## config.mk

```make
export PLATFORM = sky130hd
export DESIGN_NAME = dm_store_buffer_flat
export DESIGN_NICKNAME = d
export VERILOG_FILES = /design/src/rtl/dm_store_buffer_if.sv /design/src/rtl/dm_store_buffer.sv /design/src/flat_wrapper.sv
export SDC_FILE = /design/constraint.sdc
export NUM_CORES = 1
export LEC_CHECK = 0
export ABC_CLOCK_PERIOD_IN_PS = 6600
export CAP_MARGIN = 20
export CORE_UTILIZATION = 51
export CTS_CLUSTER_DIAMETER = 120
export CTS_CLUSTER_SIZE = 28
export DETAILED_ROUTE_END_ITERATION = 10
export PLACE_DENSITY = 0.75
export SLEW_MARGIN = 30
export SYNTH_ARGS = -nofsm -noshare
export SYNTH_HDL_FRONTEND = slang
export SYNTH_SLANG_ARGS = --single-unit
```

## constraint.sdc

```tcl
create_clock -name clk -period 6.6 [get_ports clk]
set_clock_uncertainty 0.05 [all_clocks]
set_input_delay 0.66 -clock clk [delete_from_list [all_inputs] [get_ports clk]]
set_output_delay 0.66 -clock clk [all_outputs]
set_load 0.02 [all_outputs]
```

## src/rtl/dm_store_buffer_if.sv

```systemverilog
// Store/load request and DM write-port bundle for dm_store_buffer.
// master = M-stage / DM side, slave = the store buffer.
interface dm_store_buffer_if;
   logic        st_valid;
   logic [1:0]  st_op;
   logic [31:0] st_addr;
   logic [31:0] st_data;
   logic [31:0] st_pc;
   logic        ld_valid;
   logic [31:0] ld_addr;
   logic        dm_ready;
   logic        st_stall;
   logic        ld_stall;
   logic        misalign;
   logic [31:0] m_data_addr;
   logic [31:0] m_data_wdata;
   logic [3:0]  m_data_byteen;
   logic [31:0] m_inst_addr;

   modport master (
      output st_valid, st_op, st_addr, st_data, st_pc, ld_valid, ld_addr, dm_ready,
      input  st_stall, ld_stall, misalign, m_data_addr, m_data_wdata, m_data_byteen, m_inst_addr
   );

   modport slave (
      input  st_valid, st_op, st_addr, st_data, st_pc, ld_valid, ld_addr, dm_ready,
      output st_stall, ld_stall, misalign, m_data_addr, m_data_wdata, m_data_byteen, m_inst_addr
   );
endinterface

```

## src/rtl/dm_store_buffer.sv

```systemverilog
// Store write buffer: aligns SW/SH/SB stores, queues them in a DEPTH-entry FIFO and drains to DM.
// Optional feature: define DM_STORE_BYPASS_EN to write straight through when the FIFO is empty.
module dm_store_buffer #(
   parameter int unsigned DEPTH = 4,
   parameter int unsigned CNT_W = $clog2(DEPTH) + 1
) (
   input  logic                 clk,
   input  logic                 Reset,
   dm_store_buffer_if.slave     bus,
   output logic [CNT_W-1:0]     count
);

   localparam int unsigned PTR_W = $clog2(DEPTH);

   typedef struct packed {
      logic [31:0] addr;
      logic [31:0] data;
      logic [3:0]  byteen;
      logic [31:0] pc;
   } entry_t;

   entry_t             mem [DEPTH];
   logic [PTR_W-1:0]   rd_ptr;
   logic [PTR_W-1:0]   wr_ptr;
   logic [CNT_W-1:0]   cnt_q;

   logic [3:0]  al_byteen;
   logic [31:0] al_data;
   logic        al_mis;
   entry_t      st_entry;
   entry_t      wr_sel;
   logic        st_req;
   logic        st_ok;
   logic        full;
   logic        push;
   logic        pop;
   logic        bypass;
   logic        ld_hit;
   logic        unused_ld_lsb;

   assign unused_ld_lsb = ^bus.ld_addr[1:0];

   // Lane alignment and misalignment detection for the incoming store
   always_comb begin
      al_byteen = 4'b0000;
      al_data   = 32'h0;
      al_mis    = 1'b0;
      case (bus.st_op)
         2'b11: begin
            al_byteen = 4'b1111;
            al_data   = bus.st_data;
            al_mis    = |bus.st_addr[1:0];
         end
         2'b10: begin
            al_byteen = bus.st_addr[1] ? 4'b1100 : 4'b0011;
            al_data   = {2{bus.st_data[15:0]}};
            al_mis    = bus.st_addr[0];
         end
         2'b01: begin
            al_byteen = 4'b0001 << bus.st_addr[1:0];
            al_data   = {4{bus.st_data[7:0]}};
         end
         default: begin
            al_byteen = 4'b0000;
         end
      endcase
   end

   assign st_entry.addr   = {bus.st_addr[31:2], 2'b00};
   assign st_entry.data   = al_data;
   assign st_entry.byteen = al_byteen;
   assign st_entry.pc     = bus.st_pc;

   assign st_req = bus.st_valid & (bus.st_op != 2'b00);
   assign st_ok  = st_req & ~al_mis;
   assign full   = (cnt_q == CNT_W'(DEPTH));

`ifdef DM_STORE_BYPASS_EN
   assign bypass = st_ok & (cnt_q == '0) & bus.dm_ready & ~Reset;
`else
   assign bypass = 1'b0;
`endif

   assign pop  = (cnt_q != '0) & bus.dm_ready & ~Reset;
   assign push = st_ok & ~full & ~bypass & ~Reset;

   assign bus.misalign = st_req & al_mis;
   assign bus.st_stall = st_ok & full;

   // Word-address match against every occupied slot, head included
   always_comb begin
      logic [PTR_W-1:0] rel;
      ld_hit = 1'b0;
      rel    = '0;
      for (int unsigned i = 0; i < DEPTH; i++) begin
         rel = PTR_W'(i) - rd_ptr;
         if ((CNT_W'(rel) < cnt_q) && (mem[i].addr[31:2] == bus.ld_addr[31:2])) begin
            ld_hit = 1'b1;
         end
      end
   end

   assign bus.ld_stall = bus.ld_valid & ld_hit;

   // DM write port: FIFO head, else the bypassed store, else idle zeros
   always_comb begin
      wr_sel = '0;
      if (pop) begin
         wr_sel = mem[rd_ptr];
      end else if (bypass) begin
         wr_sel = st_entry;
      end
   end

   assign bus.m_data_addr   = wr_sel.addr;
   assign bus.m_data_wdata  = wr_sel.data;
   assign bus.m_data_byteen = wr_sel.byteen;
   assign bus.m_inst_addr   = wr_sel.pc;

   assign count = Reset ? '0 : cnt_q;

   // Pointer and occupancy state
   always_ff @(posedge clk) begin
      if (Reset) begin
         rd_ptr <= '0;
         wr_ptr <= '0;
         cnt_q  <= '0;
      end else begin
         if (push) begin
            wr_ptr <= wr_ptr + PTR_W'(1);
         end
         if (pop) begin
            rd_ptr <= rd_ptr + PTR_W'(1);
         end
         case ({push, pop})
            2'b10:   cnt_q <= cnt_q + CNT_W'(1);
            2'b01:   cnt_q <= cnt_q - CNT_W'(1);
            default: cnt_q <= cnt_q;
         endcase
      end
   end

   // Payload storage; contents are only meaningful while counted as occupied
   always_ff @(posedge clk) begin
      if (push) begin
         mem[wr_ptr] <= st_entry;
      end
   end

   a_cnt_bound : assert property (@(posedge clk) disable iff (Reset) cnt_q <= CNT_W'(DEPTH));

endmodule

```

## src/flat_wrapper.sv

```systemverilog
// flat-port wrapper written by rule: the top's interface ports become plain ports
module dm_store_buffer_flat 
#(
   parameter int unsigned DEPTH = 4,
   parameter int unsigned CNT_W = $clog2(DEPTH) + 1
)
  (clk, Reset, count, bus_st_valid, bus_st_op, bus_st_addr, bus_st_data, bus_st_pc, bus_ld_valid, bus_ld_addr, bus_dm_ready, bus_st_stall, bus_ld_stall, bus_misalign, bus_m_data_addr, bus_m_data_wdata, bus_m_data_byteen, bus_m_inst_addr);
  dm_store_buffer_if bus_i ();
  input  logic clk;
  input  logic Reset;
  output logic [CNT_W-1:0] count;
  input wire logic [$bits(bus_i.st_valid)-1:0] bus_st_valid;
  input wire logic [$bits(bus_i.st_op)-1:0] bus_st_op;
  input wire logic [$bits(bus_i.st_addr)-1:0] bus_st_addr;
  input wire logic [$bits(bus_i.st_data)-1:0] bus_st_data;
  input wire logic [$bits(bus_i.st_pc)-1:0] bus_st_pc;
  input wire logic [$bits(bus_i.ld_valid)-1:0] bus_ld_valid;
  input wire logic [$bits(bus_i.ld_addr)-1:0] bus_ld_addr;
  input wire logic [$bits(bus_i.dm_ready)-1:0] bus_dm_ready;
  output wire logic [$bits(bus_i.st_stall)-1:0] bus_st_stall;
  output wire logic [$bits(bus_i.ld_stall)-1:0] bus_ld_stall;
  output wire logic [$bits(bus_i.misalign)-1:0] bus_misalign;
  output wire logic [$bits(bus_i.m_data_addr)-1:0] bus_m_data_addr;
  output wire logic [$bits(bus_i.m_data_wdata)-1:0] bus_m_data_wdata;
  output wire logic [$bits(bus_i.m_data_byteen)-1:0] bus_m_data_byteen;
  output wire logic [$bits(bus_i.m_inst_addr)-1:0] bus_m_inst_addr;
  assign bus_i.st_valid = bus_st_valid;
  assign bus_i.st_op = bus_st_op;
  assign bus_i.st_addr = bus_st_addr;
  assign bus_i.st_data = bus_st_data;
  assign bus_i.st_pc = bus_st_pc;
  assign bus_i.ld_valid = bus_ld_valid;
  assign bus_i.ld_addr = bus_ld_addr;
  assign bus_i.dm_ready = bus_dm_ready;
  assign bus_st_stall = bus_i.st_stall;
  assign bus_ld_stall = bus_i.ld_stall;
  assign bus_misalign = bus_i.misalign;
  assign bus_m_data_addr = bus_i.m_data_addr;
  assign bus_m_data_wdata = bus_i.m_data_wdata;
  assign bus_m_data_byteen = bus_i.m_data_byteen;
  assign bus_m_inst_addr = bus_i.m_inst_addr;
  dm_store_buffer #(.DEPTH(DEPTH), .CNT_W(CNT_W)) u_core (.clk(clk), .Reset(Reset), .bus(bus_i), .count(count));
endmodule
```

==> results.cfg, run 1 <==
[run_status]
status = finished clean

[power_and_ir_drop]
swShare_pct = 21.8
powerDensity_mw_per_mm2 = 224
p_seq_share_pct = 61.8
power.switching_w = 0.00101
peakVddDrop_mv = 0.182
clock_power_share_pct = 27.7
power_frac_comb_pct = 10.5
p_leak_nw = 6.55
intPower_w = 0.00363

[detailed_routing]
avgViaCountPerCell = 5.70
wl_per_cell_um = 23.1
drcViolationCount = 0
wirelength_um = 37200
drtPass1Iterations = 5
antenna_left = 0
num_vias = 9189
drtIter0Drc = 667

[die]
die_h_um = 186
start_util_pct = 51.6
die_area_mm2 = 0.0346
chipWidth_um = 186
fp-row-count = 67
core_area_mm2 = 0.0334
ios = 241

[global_routing]
grt_pass1_wl_um = 55000
antenna_found_initial = 2
grt_max_degree = 61
grt_pass1_vias = 9193
groute.usage.overall_pct = 21.6
gr-total-overflow = 0

[synth]
yosysWarnings = 0
syn_inst = 930
synth-seq-cells = 401
netlist_area_mm2 = 0.0173
ys_types = 37
syn_avg_cell_area_um2 = 18.6
ys_seq_area_share_pct = 69.2

[clock_network]
clkTransAtPathRegs_ns = 0.11
postCtsSetupRepairBufs = 0
ctsHoldBuffers = 0
root_buffer = clkbuf_16
cts.path.max_buffers = 3
cts_tree = done
cts_buffers = 18
cts.sink_count = 401
clkLatencyLatePin_ns = 0.52
h-tree-depth = 1
cts_resized = 0

[setup_path]
cp-start-kind = input port
crit_path_cell_trace = clkdlybuf4s50_1 > xor2_1 > nor4_1 > nand4_1 > a2111oi_2 > or4_1 > clkdlybuf4s50_1
worst_ep_arrival_time_ns = 3.63
cp_num_cells = 7
worstSetupEndpointType = output port
worstPathMaxFanout = 4
crit_top_cell = clkdlybuf4s50_1
max_stage_delay_ns = 0.64
rr_worst_depth = 5
slowest_stage = nor4_1
cp_num_buf_inv = 2
path_class = input port to output port
path_delay_family = simple AND/OR/NAND/NOR gates
cp.required_ns = 5.89

[layout]
fill_cells = 2386
final_nets = 1302
layout_commonest_cell = edfxtp_1
area_delta_synth_final_pct = 20.1
drive_above_1_share_pct = 13.8
final_area_mm2 = 0.0207
final_cell_mix = 392 x edfxtp_1, 234 x clkdlybuf4s50_1, 115 x xor2_1

[min_path]
holdPathStages = 2
hp-class = flip-flop to flip-flop

[timing]
setup_viol = 0
relSlewSlack_pct = 35.9
hold_viol = 0
setup_slack_ns = 2.26
tns_ns = 0
hold_ws_ns = 0.516
fin_crit_sh_pct = 65.7
slew_viol_final = 0
rsz0062_at_grt = no
clock.fmax_mhz = 230
post-route-min-period_ns = 4.34
worst_pin_slew_ns = 0.961

[placed_design]
io_buffers = 236
dp_hpwl_um = 24600
place_area_mm2 = 0.0202
dp_slack_ns = 1.97
gp_congestion = 0.910

[job]
drv_cap = 0
## registers in the layout, indices dropped and copies added (netlist names), named ones only
signal         count
u_core.mem       392
u_core.cnt_q       3
u_core.rd_ptr      2
u_core.wr_ptr      2
## Yosys cell counts, drive strengths merged
cell,instances,area share [%]
and2,102,3.7
ha,9,0.65
nand4,8,0.29
and3,2,0.072
inv,13,0.28
edfxtp,392,68
a21o,1,0.044
a21oi,10,0.29
xnor2,10,0.51
fa,1,0.12
mux4,98,13
or3,2,0.072
xor2,115,5.8
o31ai,1,0.12
a21boi,1,0.065
o21ai,9,0.26
conb,1,0.022
nor2,13,0.33
nand2,2,0.044
or4,1,0.044
clkbuf,23,0.50
nor4,24,0.87
buf,20,0.71
a22o,24,1.2
a2111oi,4,0.24
nor2b,10,0.36
dfxtp,9,1.0
mux2i,1,0.058
nor3,4,0.12
mux2,16,1.0
nand3,4,0.12
## per-layer routing
layer  up-vias  global-route usage [%]  share of wire, %
li1       4072                       -                 -
met1      4703                    30.7                42
met5         -                       0             0.070
met2       365                    35.6                49
met4         4                    4.62               1.9
met3        45                    3.31               7.3
## logic make-up (layout without fill, tap and decap cells)
logic type,after synthesis,after routing,synth area share (%)
xor+xnor,125,125,6.34
simple gates,172,172,6.01
flops,401,401,69.2
compound gates,50,50,2.24
other cells,1,3,0.0217
fa+ha+maj,10,10,0.768
buf+inv,56,287,1.49
mux,115,115,13.9
## worst reg2reg max path: stages (launching register included)
cell and delay, ns:
dfxtp_1 0.53, nor2_1 0.12, a21boi_2 0.22, nor2b_1 0.33, and2_4 0.83, buf_12 0.37
## area by class of cell
type                       count  area (um2)  share of cell area (%)
multi-input combinational    474        5070                    24.4
clock inverter                 1        20.0                  0.0966
clock buffer                  24         494                    2.38
timing repair buffer         249        2580                    12.4
antenna                        1        2.50                  0.0121
tap                          448         561                    2.70
inverter                      13        48.8                   0.235
sequential                   401       12000                    57.7
## metrics by stage
| stage | power (W) | instances | util (%) |
|---|---|---|---|
| after floorplan | 0.00319 | 931 | - |
| after global placement | 0.00340 | 1581 | 60.2 |
| after detailed placement | 0.00342 | 1584 | 60.4 |
| after CTS | 0.00468 | 1609 | 61.9 |
| after global routing | 0.00479 | 1610 | 62.0 |
| final | 0.00464 | 1611 | 62.0 |
## power groups by stage
| stage | Clock, W | Combinational, W | Sequential, W |
|---|---|---|---|
| after floorplan | 0 | 0.000270 | 0.00292 |
| after global placement | 0 | 0.000467 | 0.00294 |
| after CTS | 0.00132 | 0.000493 | 0.00287 |
| after global routing | 0.00140 | 0.000523 | 0.00287 |
| final | 0.00129 | 0.000487 | 0.00287 |
| after detailed placement | 0 | 0.000490 | 0.00293 |
## path summary, 6_finish.rpt
| check | startpoint | endpoint | slack [ns] |
|---|---|---|---|
| setup / recovery | bus_ld_addr[29] | bus_ld_stall | 2.26 |
| hold / removal | u_core.wr_ptr[1] | u_core.wr_ptr[1] | 0.52 |
| setup reg to reg | u_core.cnt_q[0] | u_core.mem[0][0] | 3.83 |
| hold reg to reg | u_core.wr_ptr[1] | u_core.wr_ptr[1] | 0.52 |
(Power assumes the default switching activity.)
==> inputs of run 2 (changes only) <==
--- a/config.mk
+++ b/config.mk
@@ -5,13 +5,13 @@
 export SDC_FILE = /design/constraint.sdc
 export NUM_CORES = 1
 export LEC_CHECK = 0
-export ABC_CLOCK_PERIOD_IN_PS = 6600
+export ABC_CLOCK_PERIOD_IN_PS = 3600
 export CAP_MARGIN = 20
-export CORE_UTILIZATION = 51
+export CORE_UTILIZATION = 50
 export CTS_CLUSTER_DIAMETER = 120
 export CTS_CLUSTER_SIZE = 28
 export DETAILED_ROUTE_END_ITERATION = 10
-export PLACE_DENSITY = 0.75
+export PLACE_DENSITY = 0.77
 export SLEW_MARGIN = 30
 export SYNTH_ARGS = -nofsm -noshare
 export SYNTH_HDL_FRONTEND = slang
==> constraint.sdc (replaced) <==
create_clock -name clk -period 3.6 [get_ports clk]
set_clock_uncertainty 0.05 [all_clocks]
set_input_delay 0.36 -clock clk [delete_from_list [all_inputs] [get_ports clk]]
set_output_delay 0.36 -clock clk [all_outputs]
set_load 0.02 [all_outputs]
==> results.cfg, run 2 (same netlist as run 1, synthesis figures left out) <==
[detailed_routing]
antenna_left = 0
drtIter0Drc = 773
wl_per_cell_um = 23.4
drcViolationCount = 0
drtPass1Iterations = 5
avgViaCountPerCell = 5.73
num_vias = 9312
wirelength_um = 38000

[timing]
slew_viol_final = 0
worst_pin_slew_ns = 0.576
clock.fmax_mhz = 298
setup_viol = 0
fin_crit_sh_pct = 93.3
post-route-min-period_ns = 3.36
tns_ns = 0
rsz0062_at_grt = no
relSlewSlack_pct = 61.2
hold_ws_ns = 0.408
hold_viol = 0

[global_routing]
grt_pass1_wl_um = 57200
antenna_found_initial = 0
groute.usage.overall_pct = 21.6
grt_pass1_vias = 9591
grt_max_degree = 70
gr-total-overflow = 0

[clock_network]
clkTransAtPathRegs_ns = 0.11
cts.sink_count = 401
ctsHoldBuffers = 0
clkLatencyLatePin_ns = 0.53
h-tree-depth = 1
cts_resized = 0
cts_buffers = 18
cts_tree = done
cts.path.max_buffers = 3
root_buffer = clkbuf_16
postCtsSetupRepairBufs = 0

[power_and_ir_drop]
p_leak_nw = 6.64
total_power_w = 0.00851
peakVddDrop_mv = 0.397
powerDensity_mw_per_mm2 = 407

[setup_path]
path_class = flip-flop to output port
worstSetupEndpointType = output port
cp.required_ns = 3.19
slowest_stage = clkdlybuf4s50_1
crit_path_cell_trace = xor2_1 > nor4_1 > nand4_1 > a2111oi_0 > or4_1 > clkdlybuf4s50_1
startpoint = u_core.mem[2][96]
r2r-start = u_core.cnt_q[2]
cp-start-kind = flip-flop
worst_ep_arrival_time_ns = 2.95
worstPathMaxFanout = 2
max_stage_delay_ns = 0.61

[layout]
top_register = u_core.mem
largestRegisters = u_core.mem (392), u_core.cnt_q (3)
final_cell_mix = 392 x edfxtp_1, 236 x clkdlybuf4s50_1, 115 x xor2_1
diodes = 0
multi_input_area_mm2 = 0.00507
largest_reg_flops = 392
final_nets = 1316
area_delta_synth_final_pct = 21.3
fill_cells = 2408
drive_above_1_share_pct = 14.6
layout_commonest_cell = edfxtp_1
final_area_mm2 = 0.0209
seqCellArea_mm2 = 0.0120

[placed_design]
place_area_mm2 = 0.0204
io_buffers = 236
dp_hpwl_um = 25400
gp_congestion = 0.920

[min_path]
hp-class = input port to flip-flop
hp-start = bus_st_pc[27]

[die]
ios = 241
chipWidth_um = 188
die_area_mm2 = 0.0353
fp-row-count = 67
die_h_um = 188
core_area_mm2 = 0.0338
start_util_pct = 51.1

[job]
drv_cap = 0

[run_status]
status = finished clean
-- run 2: changes by cell type in the layout (fill, tap and decap cells not counted) --
cell,delta
buf_2,-2
clkbuf_1,+1
clkdlybuf4s50_1,+2
buf_12,+10
buf_16,-2
diode_2,-1
buf_4,+6
-- run 2: cell type report --
| type | instances | share of cell area (%) |
|---|---|---|
| clock inverters | 1 | 0.0956 |
| inverters | 13 | 0.233 |
| repair buffers | 263 | 13.3 |
| well taps | 448 | 2.68 |
| flip-flops and latches | 401 | 57.1 |
| multi-input cells | 474 | 24.2 |
| clock buffers | 25 | 2.38 |
-- run 2: metal layers --
layer	GRT usage (%)	vias up	routed length, um
li1	-	4112	-
met1	29.1	4778	15100
met2	37.3	377	19400
met3	3.74	45	2810
met4	4.10	0	663
met5	0	-	0
-- run 2: power breakdown --
part / internal [W] / leakage, nW / switching [W]
Clock: 0.000992 / 0.251 / 0.00136
Sequential: 0.00521 / 3.63 / 0.0000392
Combinational: 0.000463 / 2.76 / 0.000439
Total: 0.00667 / 6.64 / 0.00184
-- run 2: worst max-delay path, delay by kind of cell, from the launching register on --
family	cells	cell delay (ns)
xor+xnor	1	0.22
compound gates	1	0.41
simple gates	3	0.76
buf+inv	1	0.61
flops	1	0.43
-- run 2: metrics by stage --
| step | util [%] | setup slack [ns] | std cells |
|---|---|---|---|
| 3_3_place_gp | 60.4 | 0.266 | 1599 |
| 4_1_cts | 62.0 | 0.219 | 1625 |
| 6_report | 62.0 | 0.243 | 1625 |
| 2_1_floorplan | - | 0.723 | 931 |
| 3_5_place_dp | 60.4 | 0.273 | 1599 |
| 5_1_grt | 62.0 | 0.00502 | 1625 |
-- run 2: worst paths after layout --
| path | to | slack (ns) | cells past startpoint |
|---|---|---|---|
| worst max-delay path | bus_ld_stall | 0.24 | 6 |
| worst min register to register | flip-flop | 0.52 | 2 |
| worst min-delay path | u_core.mem[2][27] | 0.41 | 1 |
| worst max register to register | u_core.cnt_q[2] | 1.07 | 9 |
